`src/rtl/mmu_load_ctrl.sv`:
```
// Purpose: captures 4 weights + 4 inputs from a host byte stream, then sequences an MMU feeder run.
// Latency: run (en=1, mmu_cycles=0) starts on the edge accepting the last byte; done pulses 1 cycle after mmu_cycles==RUN_LAST.
// Backpressure: in_ready low during RUN, during abort and while rst is asserted; bytes are taken on in_valid && in_ready.
module mmu_load_ctrl #(
  parameter int DATA_W   = 8,
  parameter int RUN_LAST = 6
) (
  input  logic              clk,
  input  logic              rst,
  input  logic [DATA_W-1:0] in_data,
  input  logic              in_valid,
  output logic              in_ready,
  input  logic              keep_weights,
  input  logic              abort,
  output logic [DATA_W-1:0] weight_0,
  output logic [DATA_W-1:0] weight_1,
  output logic [DATA_W-1:0] weight_2,
  output logic [DATA_W-1:0] weight_3,
  output logic [DATA_W-1:0] input_0,
  output logic [DATA_W-1:0] input_1,
  output logic [DATA_W-1:0] input_2,
  output logic [DATA_W-1:0] input_3,
  output logic              en,
  output logic [2:0]        mmu_cycles,
  output logic              weights_valid,
  output logic              busy,
  output logic              done
);

  typedef enum logic [1:0] {
    IDLE = 2'd0,
    LOAD = 2'd1,
    RUN  = 2'd2
  } state_t;

  localparam logic [2:0] CYC_LAST = 3'(RUN_LAST);

  state_t            state_q, state_nxt;
  logic [2:0]        idx_q, idx_nxt;
  logic              en_q, en_nxt;
  logic [2:0]        cyc_q, cyc_nxt;
  logic              wv_q, wv_nxt;
  logic              done_q, done_nxt;
  logic              wr_en;
  logic [2:0]        wr_slot;
  logic              accept;
  logic [DATA_W-1:0] ops_q [8];

  // Handshake: nothing is accepted while cancelling or while reset is held.
  always_comb begin
    in_ready = (state_q == IDLE || state_q == LOAD) && !abort && !rst;
    accept   = in_valid && in_ready;
  end

  // Next-state, slot write selection and run sequencing; abort overrides everything.
  always_comb begin
    state_nxt = state_q;
    idx_nxt   = idx_q;
    en_nxt    = en_q;
    cyc_nxt   = cyc_q;
    wv_nxt    = wv_q;
    done_nxt  = 1'b0;
    wr_en     = 1'b0;
    wr_slot   = idx_q;
    if (abort) begin
      state_nxt = IDLE;
      idx_nxt   = 3'd0;
      en_nxt    = 1'b0;
      cyc_nxt   = 3'd0;
      wv_nxt    = 1'b0;
    end else begin
      case (state_q)
        IDLE: begin
          if (accept) begin
            wr_en     = 1'b1;
            state_nxt = LOAD;
            if (keep_weights && wv_q) begin
              // Weight reuse: skip straight to the input slots.
              wr_slot = 3'd4;
              idx_nxt = 3'd5;
            end else begin
              // A fresh weight set invalidates the old one immediately.
              wr_slot = 3'd0;
              idx_nxt = 3'd1;
              wv_nxt  = 1'b0;
            end
          end
        end
        LOAD: begin
          if (accept) begin
            wr_en   = 1'b1;
            wr_slot = idx_q;
            idx_nxt = idx_q + 3'd1;
            if (idx_q == 3'd3) wv_nxt = 1'b1;
            if (idx_q == 3'd7) begin
              state_nxt = RUN;
              idx_nxt   = 3'd0;
              en_nxt    = 1'b1;
              cyc_nxt   = 3'd0;
            end
          end
        end
        RUN: begin
          if (cyc_q == CYC_LAST) begin
            state_nxt = IDLE;
            en_nxt    = 1'b0;
            cyc_nxt   = 3'd0;
            done_nxt  = 1'b1;
          end else begin
            cyc_nxt = cyc_q + 3'd1;
          end
        end
        default: begin
          state_nxt = IDLE;
          idx_nxt   = 3'd0;
          en_nxt    = 1'b0;
          cyc_nxt   = 3'd0;
        end
      endcase
    end
  end

  // Control state register.
  always_ff @(posedge clk or posedge rst) begin
    if (rst) begin
      state_q <= IDLE;
      idx_q   <= 3'd0;
      en_q    <= 1'b0;
      cyc_q   <= 3'd0;
      wv_q    <= 1'b0;
      done_q  <= 1'b0;
    end else begin
      state_q <= state_nxt;
      idx_q   <= idx_nxt;
      en_q    <= en_nxt;
      cyc_q   <= cyc_nxt;
      wv_q    <= wv_nxt;
      done_q  <= done_nxt;
    end
  end

  // Operand holding registers; untouched by abort so a partial set stays visible.
  always_ff @(posedge clk or posedge rst) begin
    if (rst) begin
      for (int i = 0; i < 8; i++) ops_q[i] <= '0;
    end else if (wr_en) begin
      ops_q[wr_slot] <= in_data;
    end
  end

  assign weight_0      = ops_q[0];
  assign weight_1      = ops_q[1];
  assign weight_2      = ops_q[2];
  assign weight_3      = ops_q[3];
  assign input_0       = ops_q[4];
  assign input_1       = ops_q[5];
  assign input_2       = ops_q[6];
  assign input_3       = ops_q[7];
  assign en            = en_q;
  assign mmu_cycles    = cyc_q;
  assign weights_valid = wv_q;
  assign done          = done_q;
  assign busy          = (state_q != IDLE);

endmodule

```
`config.mk`:
```
export PLATFORM = sky130hd
export DESIGN_NAME = mmu_load_ctrl
export DESIGN_NICKNAME = d
export VERILOG_FILES = /design/src/rtl/mmu_load_ctrl.sv
export SDC_FILE = /design/constraint.sdc
export NUM_CORES = 1
export LEC_CHECK = 0
export ABC_AREA = 0
export ABC_CLOCK_PERIOD_IN_PS = 3000
export CORE_MARGIN = 3
export CORE_UTILIZATION = 45
export CTS_BUF_LIST = sky130_fd_sc_hd__clkbuf_4 sky130_fd_sc_hd__clkbuf_8
export CTS_CLUSTER_DIAMETER = 120
export CTS_CLUSTER_SIZE = 25
export DETAILED_ROUTE_END_ITERATION = 10
export DONT_BUFFER_PORTS = 1
export PLACE_DENSITY = 0.61
export SETUP_SLACK_MARGIN = 0.1
export SLEW_MARGIN = 10
export SYNTH_ARGS = -nofsm -noshare
export SYNTH_HDL_FRONTEND = slang
export SYNTH_SLANG_ARGS = --single-unit
```
`constraint.sdc`:
```
create_clock -name clk -period 3 [get_ports clk]
set_input_delay 0.3 -clock clk [delete_from_list [all_inputs] [get_ports clk]]
set_output_delay 0.3 -clock clk [all_outputs]
set_load 0.02 [all_outputs]
```
# --- After elaboration in Yosys (flattened, before gate mapping) ---
# Cells that the tools add are included.
totals:
  register_bits: 75
  input_bits: 13
  word_cells: 90
op_classes:
  n_addsub: 2
  magnitude_cmp: 2
  eq_ne: 13
  muxes: 41
  bitwise: 1
  reduce_logical: 17
ops:
  columns: ["cell", "count"]
  rows:
  - ["bitwise mux 64 bit", 1]
  - ["2-to-1 mux 3 bit", 13]
  - ["demux 8 bit (select 3 bit)", 1]
  - ["one-hot mux 3 bit (3 select lines)", 2]
  - ["2-to-1 mux 1 bit", 15]
  - ["!= test 3 bit (second input constant)", 4]
  - ["2-to-1 mux 2 bit", 5]
  - ["2-to-1 mux 8 bit", 1]
  - ["AND reduction 4 bit", 2]
  - ["adder 3 x 1 -> 3 bit (second input constant)", 2]
  - ["equality test 3 bit (second input constant)", 2]
  - ["!= test 3 x 2 -> 1 bit (second input constant)", 2]
  - ["one-hot mux 2 bit (3 select lines)", 1]
  - ["AND reduction 3 bit", 2]
  - ["logical AND 1 bit", 5]
  - ["AND reduction 5 bit", 1]
  - [">= comparator 4 bit (second input constant)", 1]
  - ["less-than comparator 4 x 1 -> 1 bit (second input constant)", 1]
  - ["!= test 2 bit (second input constant)", 2]
  - ["NOT 3 -> 4 bit", 1]
  - ["equality test 3 x 2 -> 1 bit (second input constant)", 1]
  - ["one-hot mux 1 bit (3 select lines)", 1]
  - ["nonzero test 3 bit", 1]
  - ["equality test 2 x 1 -> 1 bit (second input constant)", 1]
  - ["other kinds (7)", 8]

# --- Longest topological paths before layout ---
# Gate-level depths: netlist of run 1.
logic_depth:
  depth_word: 14
  ltp_mapped: 6
  ltp_nobuf: 5

# --- Least setup slack after synthesis of run 1 ---
# OpenSTA, ideal clock, no wires.
synth_path:
  kind: "register -> register"
  from: "reg state_q[1]"
  to: "reg ops_q (netlist bit input_0[0])"
  setup_time_ns: 0.125
  t_arrival_ns: 1.705
  required_ns: 2.875
  path_slack_ns: 1.170
  path_stages_with_launch: 6
  cell_sequence: "dfrtp_1 -> buf_2 -> nor4b_2 -> nand2_1 -> nor2_4 -> mux2_2"
synth_between:
  elab_chain_len: 14
synth_rtl:
  columns: ["element", "line", "text"]
  rows:
  - ["from (decl)", "38", "state_t state_q, state_nxt;"]
  - ["from (signal assigned)", "133", "state_q <= state_nxt;"]
  - ["equality test 2 x 1 -> 1 bit / zero test 2 bit (equally long branches)", "51, 72", null]
  - ["logical OR 1 bit", "51", "in_ready = (state_q == IDLE || state_q == LOAD) && !abort && !rst;"]
  - ["logical AND 1 bit (2 in a row)", "51", null]
  - ["logical AND 1 bit", "52", "accept = in_valid && in_ready;"]
  - ["2-to-1 mux 3 bit", "74", "if (accept) begin"]
  - ["2-to-1 mux 3 bit", null, null]
  - ["2-to-1 mux 3 bit", "65", "if (abort) begin"]
  - ["NOT 3 -> 4 bit (not written as such)", "147", "ops_q[wr_slot] <= in_data;"]
  - [">= comparator 4 bit (not written as such) / less-than comparator 4 x 1 -> 1 bit (equally long branches)", "147", null]
  - ["logical AND 1 bit (not written as such)", "147", null]
  - ["2-to-1 mux 8 bit (not written as such)", "147", null]
  - ["demux 8 bit (select 3 bit)", "147", null]
  - ["bitwise mux 64 bit", "147", null]
  - ["to (signal, indexed assignment)", "147", null]
  - ["to (decl)", "47", "logic [DATA_W-1:0] ops_q [8];"]
# Parallel ways exist; a longest one is shown, timed or not.
# A chain may end at the register's enable or synchronous reset.

# --- Worst setup path in the final report of run 1 ---
layout_path:
  from: "reg state_q[1]"
  to: "reg ops_q (netlist bit input_0[7])"
# The elaborated chain is that of the path after synthesis.

==> run summary, run 1 <==
P_int -> 1.507 mW
CTS sink cnt -> 75
Netlist cell types -> 33
largest net degree at the start of global routing -> 40
Tcrit/Tclk final -> 73.22%
Area contributors post-synth -> dfrtp_1 62%, mux2_2 24%, o21ai_0 1.3%
HP Class -> input port to async pin
WL/cell -> 22.92 um
Die Ht -> 88.32 um
DRC -> 0
Reg2Reg Capture Point -> input_0[7]
Rows -> 29
share of layout cells above drive strength 1 -> 39.65%
Max Slew Vio Count -> 0
Clk Tree Root Cell -> clkbuf_8
violated checks -> hold timing
Max IR drop VDD -> 0.3459 mV
PostCTS Resize Cnt -> 0
Vias/cell -> 6.003
grt ovf -> 0
total power -> 2.070 mW
Layout Nets -> 238
Flop pwr share -> 56.4%
Max-slew headroom -> 42.65%
Synth top area share -> 61.55%
Mapped Cells -> 216
fillers -> 558
Pleak -> 1.630 nW
Vias -> 1825
final antenna-violating net count -> 0
Antenna diodes -> 0
total track usage -> 19.06%
Initial Util -> 47.21%
multiplexer share of the synthesized area -> 23.64%
Final Hold Viols -> 4
number of global-route vias before repair -> 1922
crit path from -> state_q[1]
DP Wirelength -> 4910 um
first-pass GRT wire length -> 10720 um
Syn Std Cell Area -> 3049 um2
commonest non-fill, non-tap cell in the layout -> dfrtp_1
die area -> 7800 um2
Clock Latency Late Sink -> 0.35 ns
Reg area -> 1877 um2
Critical Path End Type -> register
most frequent cells in the layout -> 75 x dfrtp_1, 64 x mux2_2, 10 x nor2_1
fraction of registers with async set or reset after synthesis -> 100.0%
Mean Syn Cell Area -> 14.12 um2
reg-to-reg setup timing slack -> 0.80 ns
post-layout min period -> 2.197 ns
Power Dens Cells -> 619.5 nW/um2
critical path arrival -> 2.43 ns
Max Root-Sink Buffers -> 2
hold_ws -> -0.01174 ns
setup TNS -> 0 ns
WP data required -> 3.23 ns
htree depth -> 3
DRT Wirelength -> 6969 um
largest family of logic cells by synthesized area -> multiplexers
Combinational Power Share -> 4.5%
Clk network pwr share -> 39.1%
synthesis-stage register bit count -> 75
worst reg2reg path depth -> 4
Seq/Total Area, Yosys -> 61.55%
Max Cap Violations -> 0
RSZ-0062 raised after global routing -> no
Worst Path Class, Setup -> register to register
Slew @ Worst Pin -> 0.8590 ns
core area -> 6459 um2
startpoint types -> register
CTS Buf Count -> 9
status -> complete, but fails checks
simple-gate share of the synthesized area -> 7.427%
Sw Ratio -> 27.20%
Crit Path Max Fanout -> 10
Post-Synth XOR/XNOR Area -> 0%
PortBufs -> 0
Multi-input gate area -> 1117 um2
Starting DRT DRC Count -> 48
I/O pin cnt -> 85
Worst-path clk slew -> 0.09 ns
routability cong. -> 0.7914
syn nets -> 232
ys flop type -> dfrtp_1
Post-synth EDFFs -> 0
setup violators final -> 0
area grow syn2layout -> 9.602%
YS warnings -> 0
CTS tree -> yes
max frequency -> 455.2 MHz
RR Startpoint -> state_q[1]
adder-cell share of the synthesized area -> 1.231%
initial antenna violation count -> 0
Compound-Gate Fraction of Synth Area -> 4.350%
DIE WIDTH -> 88.32 um
worst clock skew -> 0.009743 ns
Sw Pwr -> 563.1 uW
# Post-CTS Setup Buffers -> 0
drt first pass iters -> 4
area leader, netlist -> dfrtp_1
==> layer usage <==
layer / vias to the layer above / part of all wire, % / global-route usage [%] / routed length [um]
met5: - / 0 / 0 / 0
met3: 17 / 9.4 / 7.635 / 654
met2: 83 / 51 / 30.86 / 3529
met1: 941 / 38 / 22.05 / 2619
li1: 784 / - / - / -
met4: 0 / 2.4 / 9.341 / 165
==> power by group through the flow <==
stage          clock, mW  sequential [mW]  combinational (mW)
6_report           0.810             1.17              0.0932
5_1_grt            0.878             1.18               0.104
4_1_cts            0.828             1.17              0.0951
3_5_place_dp           0             1.19              0.0933
3_3_place_gp           0             1.19              0.0870
2_1_floorplan          0             1.17              0.0807
==> sequential cells by signal, summed over array words and instances (netlist names) <==
signal,cells
done,1
en,1
idx_q,3
input_0,8
input_1,8
input_2,8
input_3,8
mmu_cycles,3
state_q,2
weight_0,8
weight_1,8
weight_2,8
weight_3,8
weights_valid,1
==> worst max-delay path by stage <==
stage                        endpoint  slack [ns]  cells after the start
after floorplan                  done        0.79                      1
after global placement    weight_1[5]        0.88                      4
after detailed placement   input_0[4]        0.86                      4
after CTS                  input_0[7]        0.82                      4
after global routing       input_0[1]        0.70                      4
final                      input_0[7]        0.80                      4
==> area by class of cell <==
cell class / count / share of cell area (%)
Clock inverter: 7 / 2.508
Tap cell: 77 / 2.883
Timing Repair Buffer: 3 / 0.7488
Sequential cell: 75 / 56.16
Multi-Input combinational cell: 128 / 33.43
Inverter: 5 / 0.5616
Clock buffer: 9 / 3.706
==> repair_timing <==
item / in CTS / in global routing
endpoints found under the setup margin: 0 / 0
hold buffers: 1 / 0
hold endpoints to repair: 2 / 0
==> cells in the mapped netlist, types with 2 or more instances <==
cell and number:
inv_1 5, nand2_1 9, or3_1 2, o21a_1 2, nor3_1 3, a21oi_1 5
buf_2 5, nand3_1 3, nor2_1 10, mux2_2 64, dfrtp_1 75, clkbuf_1 3
ha_1 3, o21ai_0 8
==> worst max-delay path: stages, from the launching register on <==
cell,delay (ns)
dfrtp_1,0.49
nor4b_2,0.73
nand2_1,0.21
nor2_4,0.29
mux2_2,0.37
==> kinds of logic (layout without fill, tap and decap cells) <==
| group | count (synthesis) | after routing |
|---|---|---|
| AO/OA/AOI/OAI | 21 | 21 |
| adder cells (fa/ha/maj) | 3 | 3 |
| buffers and inverters | 13 | 24 |
| flip-flops | 75 | 75 |
| multiplexers | 64 | 64 |
| AND/OR/NAND/NOR | 40 | 40 |
==> stage by stage <==
stage               area [um2]  worst slack (ns)  hold WS, ns  instances  util, %
floorplan                 3049            0.7900       0.4505        216        -
global placement          3124            0.8847       0.3694        287    48.37
detailed placement        3124            0.8555       0.3693        287    48.37
CTS                       3342            0.8208     0.004560        304    51.74
global route              3342            0.6961      0.01352        304    51.74
finish                    3342            0.8033     -0.01174        304    51.74
Power figures use the tool's default switching activity.
==> run 2, diff against run 1 <==
Settings changed: ABC_CLOCK_PERIOD_IN_PS 3000 to 2200.
Clock period 3 ns to 2.2 ns, I/O delays scaled along.
==> run 2 against run 1 <==
Compared with the run above: the flow now finishes without violations; combinational power grew 51%; critical path depth grew 1; clock-buffer cell count grew 5; register-to-register slack lost 0.51 ns; clock skew shrank 0.0041 ns; cell count grew 0.99%; power grew 30%; maximum frequency grew 15%; final area grew 0.71%; sequential share of layout area shrank 0.40 points; utilization grew 0.37 points; critical path type unchanged; largest power group unchanged.
==> run summary, run 2 (same netlist as run 1, synthesis figures left out) <==
status -> finished clean
Slew @ Worst Pin -> 0.6306 ns
critical path arrival -> 2.13 ns
DIE WIDTH -> 88.32 um
hold depth -> 1
worst clock skew -> 0.005671 ns
htree depth -> 3
post-layout min period -> 1.911 ns
Final Hold Viols -> 0
Tcrit/Tclk final -> 86.88%
hold_ws -> 0.02666 ns
total track usage -> 19.68%
WP data required -> 2.42 ns
CTS tree -> yes
share of layout cells above drive strength 1 -> 40.00%
Clk Tree Root Cell -> clkbuf_8
HP Class -> input port to register
Max Cap Violations -> 0
Layout Nets -> 242
Antenna diodes -> 0
DRT Wirelength -> 7130 um
initial antenna violation count -> 0
PortBufs -> 0
area grow syn2layout -> 10.38%
Crit Path Max Fanout -> 13
Power Dens Cells -> 802.2 nW/um2
Starting DRT DRC Count -> 81
Max Slew Vio Count -> 0
final antenna-violating net count -> 0
Worst Path Class, Setup -> register to register
CTS Buf Count -> 9
WL/cell -> 23.22 um
DP Wirelength -> 4899 um
Critical Path End Type -> register
core area -> 6459 um2
commonest non-fill, non-tap cell in the layout -> dfrtp_1
routability cong. -> 0.8393
Max-slew headroom -> 57.64%
Max IR drop VDD -> 0.3983 mV
RSZ-0062 raised after global routing -> no
worst reg2reg path depth -> 5
Vias/cell -> 5.993
DRC -> 0
# Post-CTS Setup Buffers -> 0
die area -> 7800 um2
placed cell areas -> 3163 um2
grt ovf -> 0
final instance area -> 3366 um2
Die Ht -> 88.32 um
drt first pass iters -> 5
Pleak -> 1.644 nW
setup violators final -> 0
max frequency -> 523.2 MHz
setup TNS -> 0 ns
Max Root-Sink Buffers -> 2
largest net degree at the start of global routing -> 39
final core utilization -> 52.11%
CTS sink cnt -> 75
startpoint types -> register
Worst-path clk slew -> 0.07 ns
Rows -> 29
I/O pin cnt -> 85
total power -> 2.700 mW
Initial Util -> 47.21%
Vias -> 1840
first-pass GRT wire length -> 11140 um
most frequent cells in the layout -> 75 x dfrtp_1, 64 x mux2_2, 11 x clkbuf_8
Clock Latency Late Sink -> 0.34 ns
number of global-route vias before repair -> 2000
[run 2: cell count changes in the layout (fill, tap and decap cells not counted), sizes merged]
cell         previous run  this run
clkbuf                  9        14
inv                     9         4
buf                     2         5
bufinv                  1         0
dlygate4sd3             1         2
[run 2: worst paths after layout]
kind,endpoint,slack (ns),from
min in group asynchronous,input_1[3],0.39,rst
worst max-delay path,weight_0[2],0.29,state_q[0]
max in group asynchronous,weight_2[2],1.19,rst
worst max register to register,weight_0[2],0.29,state_q[0]
worst min-delay path,input_1[6],0.03,in_data[6]
worst min register to register,idx_q[1],0.62,idx_q[1]
[run 2: cell type report]
type | count | area (um2)
multi-input cells | 128 | 1117
repair buffers | 7 | 70.07
well taps | 77 | 96.34
clock buffers | 14 | 173.9
flip-flops and latches | 75 | 1877
clock inverters | 1 | 8.758
fillers | 553 | 3093
inverters | 5 | 22.52
[run 2: stage by stage]
stage	setup slack [ns]	std cells
2_1_floorplan	0.3703	216
3_3_place_gp	0.3768	290
3_5_place_dp	0.2997	290
4_1_cts	0.2875	307
5_1_grt	0.1917	307
6_report	0.2886	307
[run 2: power by group]
| group | leakage (nW) | switching [mW] | total (mW) | internal [mW] |
|---|---|---|---|---|
| Sequential | 1.02 | 0.138 | 1.59 | 1.45 |
| Clock | 0.0970 | 0.467 | 0.973 | 0.506 |
| Combinational | 0.526 | 0.0703 | 0.141 | 0.0703 |
[run 2: timing repair]
action	in CTS	in global routing
hold buffers	2	0
gates resized for setup	0	0
endpoints found under the hold margin	21	0
[run 2: worst max-delay path, cell delays in order, from the launching register on]
cell	delay, ns
dfrtp_1	0.36
buf_4	0.19
and3b_1	0.21
a21oi_1	0.29
nand3_2	0.37
mux2_2	0.38
[run 2: routing by layer]
metal,GRT usage (%),vias to the layer above,routed length [um]
met2,31.88,94,3476
li1,-,790,-
met3,7.635,13,672
met4,8.929,0,174
met5,0,-,0
met1,23.26,943,2807
==> run 3, diff against run 2 <==
Settings changed: ABC_CLOCK_PERIOD_IN_PS 2200 to 1900, CORE_MARGIN 3 to unset, CTS_BUF_LIST sky130_fd_sc_hd__clkbuf_4 sky130_fd_sc_hd__clkbuf_8 to sky130_fd_sc_hd__clkbuf_4.
Clock period 2.2 ns to 1.9 ns, I/O delays scaled along.
==> run 3 against run 2 <==
Compared with the run above: the run now ends with DRC left; utilization increased by 3.0 points; register-to-register slack worse by 0.14 ns; clock power shrank 3.9%; sequential share of layout area is 3.0 points lower; worst hold slack better by 0.024 ns; non-clock buffer count grew 24; clock-buffer cell count shrank 5; critical path depth did not move; wire length is 2.1% lower; power is 10% higher; via count is 2.2% higher; largest cell class unchanged.
==> run summary, run 3 (same netlist as run 1, synthesis figures left out) <==
startpoint types -> register
RSZ-0062 raised after global routing -> no
Clock Latency Late Sink -> 0.40 ns
Reg2Reg Capture Point -> weight_1[3]
routability cong. -> 0.8833
slowest stage cell, crit path -> or4_4
CP peak stage delay -> 0.43 ns
worst clock skew -> 0.01039 ns
RR Startpoint -> state_q[0]
Critical Path End Type -> register
Hold Startpoint -> rst
DRC -> 4
Max Root-Sink Buffers -> 2
DRT Wirelength -> 6981 um
grt met1 use -> 26.04%
Die Ht -> 84.32 um
GR Util met3 -> 9.440%
area grow syn2layout -> 16.82%
initial antenna violation count -> 0
post-layout min period -> 1.747 ns
Slew @ Worst Pin -> 0.5953 ns
Vias/cell -> 5.663
Max IR drop VDD -> 0.4980 mV
Antenna diodes -> 0
die area -> 7109 um2
setup violators final -> 0
Initial Util -> 47.21%
Vias -> 1880
htree depth -> 3
share of layout cells above drive strength 1 -> 44.31%
reg-to-reg setup timing slack -> 0.15 ns
WP data required -> 2.20 ns
number of global-route vias before repair -> 2097
total power -> 2.974 mW
Final Hold Viols -> 0
status -> complete, but fails checks
Max Cap Violations -> 0
grt ovf -> 0
Crit Path Max Fanout -> 5
DIE WIDTH -> 84.32 um
placed cell areas -> 3267 um2
violated checks -> DRC
HP Class -> input port to register
worst reg2reg path depth -> 5
Hold Path End -> idx_q[0]
CTS Buf Count -> 9
WL/cell -> 21.03 um
max frequency -> 572.6 MHz
Worst Path Class, Setup -> register to register
core area -> 6459 um2
CTS tree -> yes
Max-slew headroom -> 60.23%
Post-Place Cells -> 301
hold depth -> 3
I/O pin cnt -> 85
Max Slew Vio Count -> 0
Tcrit/Tclk final -> 91.92%
CTS sink cnt -> 75
most frequent cells in the layout -> 73 x dfrtp_1, 64 x mux2_2, 18 x buf_4
Rows -> 29
largest net degree at the start of global routing -> 31
Starting DRT DRC Count -> 66
total track usage -> 21.51%
Clk Tree Root Cell -> clkbuf_4
Worst-path clk slew -> 0.12 ns
GRT busiest layer -> met2
critical path arrival -> 2.04 ns
CP cell instances -> and4bb_2, nand2_1, or4_4, buf_4, mux2_2
fin cells -> 332
commonest non-fill, non-tap cell in the layout -> dfrtp_1
DP Wirelength -> 4805 um
Power Dens Cells -> 835.0 nW/um2
final instance area -> 3562 um2
drt first pass iters -> 7
final antenna-violating net count -> 0
Layout Nets -> 266
PortBufs -> 0
Pleak -> 1.746 nW
setup TNS -> 0 ns
routing usage on met2 -> 32.86%
first-pass GRT wire length -> 11300 um
## run 3: changes by cell type in the layout (fill, tap and decap cells not counted), sizes merged
cell / previous run / this run
clkinv: 1 / 3
clkinvlp: 1 / 3
inv: 4 / 5
dlygate4sd3: 2 / 11
bufinv: 0 / 1
clkbuf: 14 / 9
buf: 5 / 20
## run 3: metrics by stage
step | setup slack (ns) | hold slack, ns | util (%)
2_1_floorplan | 0.2000 | 0.3405 | -
4_1_cts | 0.1076 | 0.005514 | 54.92
3_5_place_dp | 0.09328 | 0.1568 | 50.58
5_1_grt | 0.1218 | 0.01295 | 55.15
6_report | 0.1535 | 0.05041 | 55.15
3_3_place_gp | 0.1552 | 0.1473 | 50.58
## run 3: power by group
| group | total, mW | switching, mW | internal (mW) |
|---|---|---|---|
| Combinational | 0.196 | 0.0970 | 0.0992 |
| Clock | 0.935 | 0.539 | 0.396 |
| Sequential | 1.84 | 0.167 | 1.68 |
## run 3: cell type report
type | count | area [um2]
clock buffers | 9 | 67.56
clock inverters | 7 | 67.56
fillers | 539 | 2897
inverters | 5 | 22.52
multi-input cells | 128 | 1144
flip-flops and latches | 75 | 1879
well taps | 77 | 96.34
repair buffers | 31 | 285.3
## run 3: worst max path at each step
stage	from	depth (start not counted)	slack, ns	to
6_report	state_q[0]	5	0.15	weight_1[3]
5_1_grt	state_q[0]	5	0.12	weight_1[5]
4_1_cts	state_q[0]	4	0.11	input_1[5]
3_5_place_dp	state_q[0]	5	0.09	weight_0[3]
3_3_place_gp	state_q[1]	3	0.16	weight_3[3]
2_1_floorplan	state_q[1]	5	0.20	input_0[0]
## run 3: repair_timing
item | 4_1_cts | 5_1_grt
gates resized for setup | 1 | 6
endpoints found under the setup margin | 19 | 28
hold endpoints to repair | 95 | 0
hold buffers | 11 | 0
setup buffers | 4 | 0
pin swaps | 2 | 1
## run 3: critical path, delay by kind of cell, from the launching register on
| kind | cells | cell delay, ns |
|---|---|---|
| mux | 1 | 0.28 |
| buf+inv | 1 | 0.19 |
| simple gates | 3 | 0.79 |
| flops | 1 | 0.39 |
## run 3: routing by layer
metal / wire, um / vias up
met1: 2768 / 939
li1: - / 843
met5: 0 / -
met2: 3325 / 84
met3: 691 / 14
met4: 196 / 0
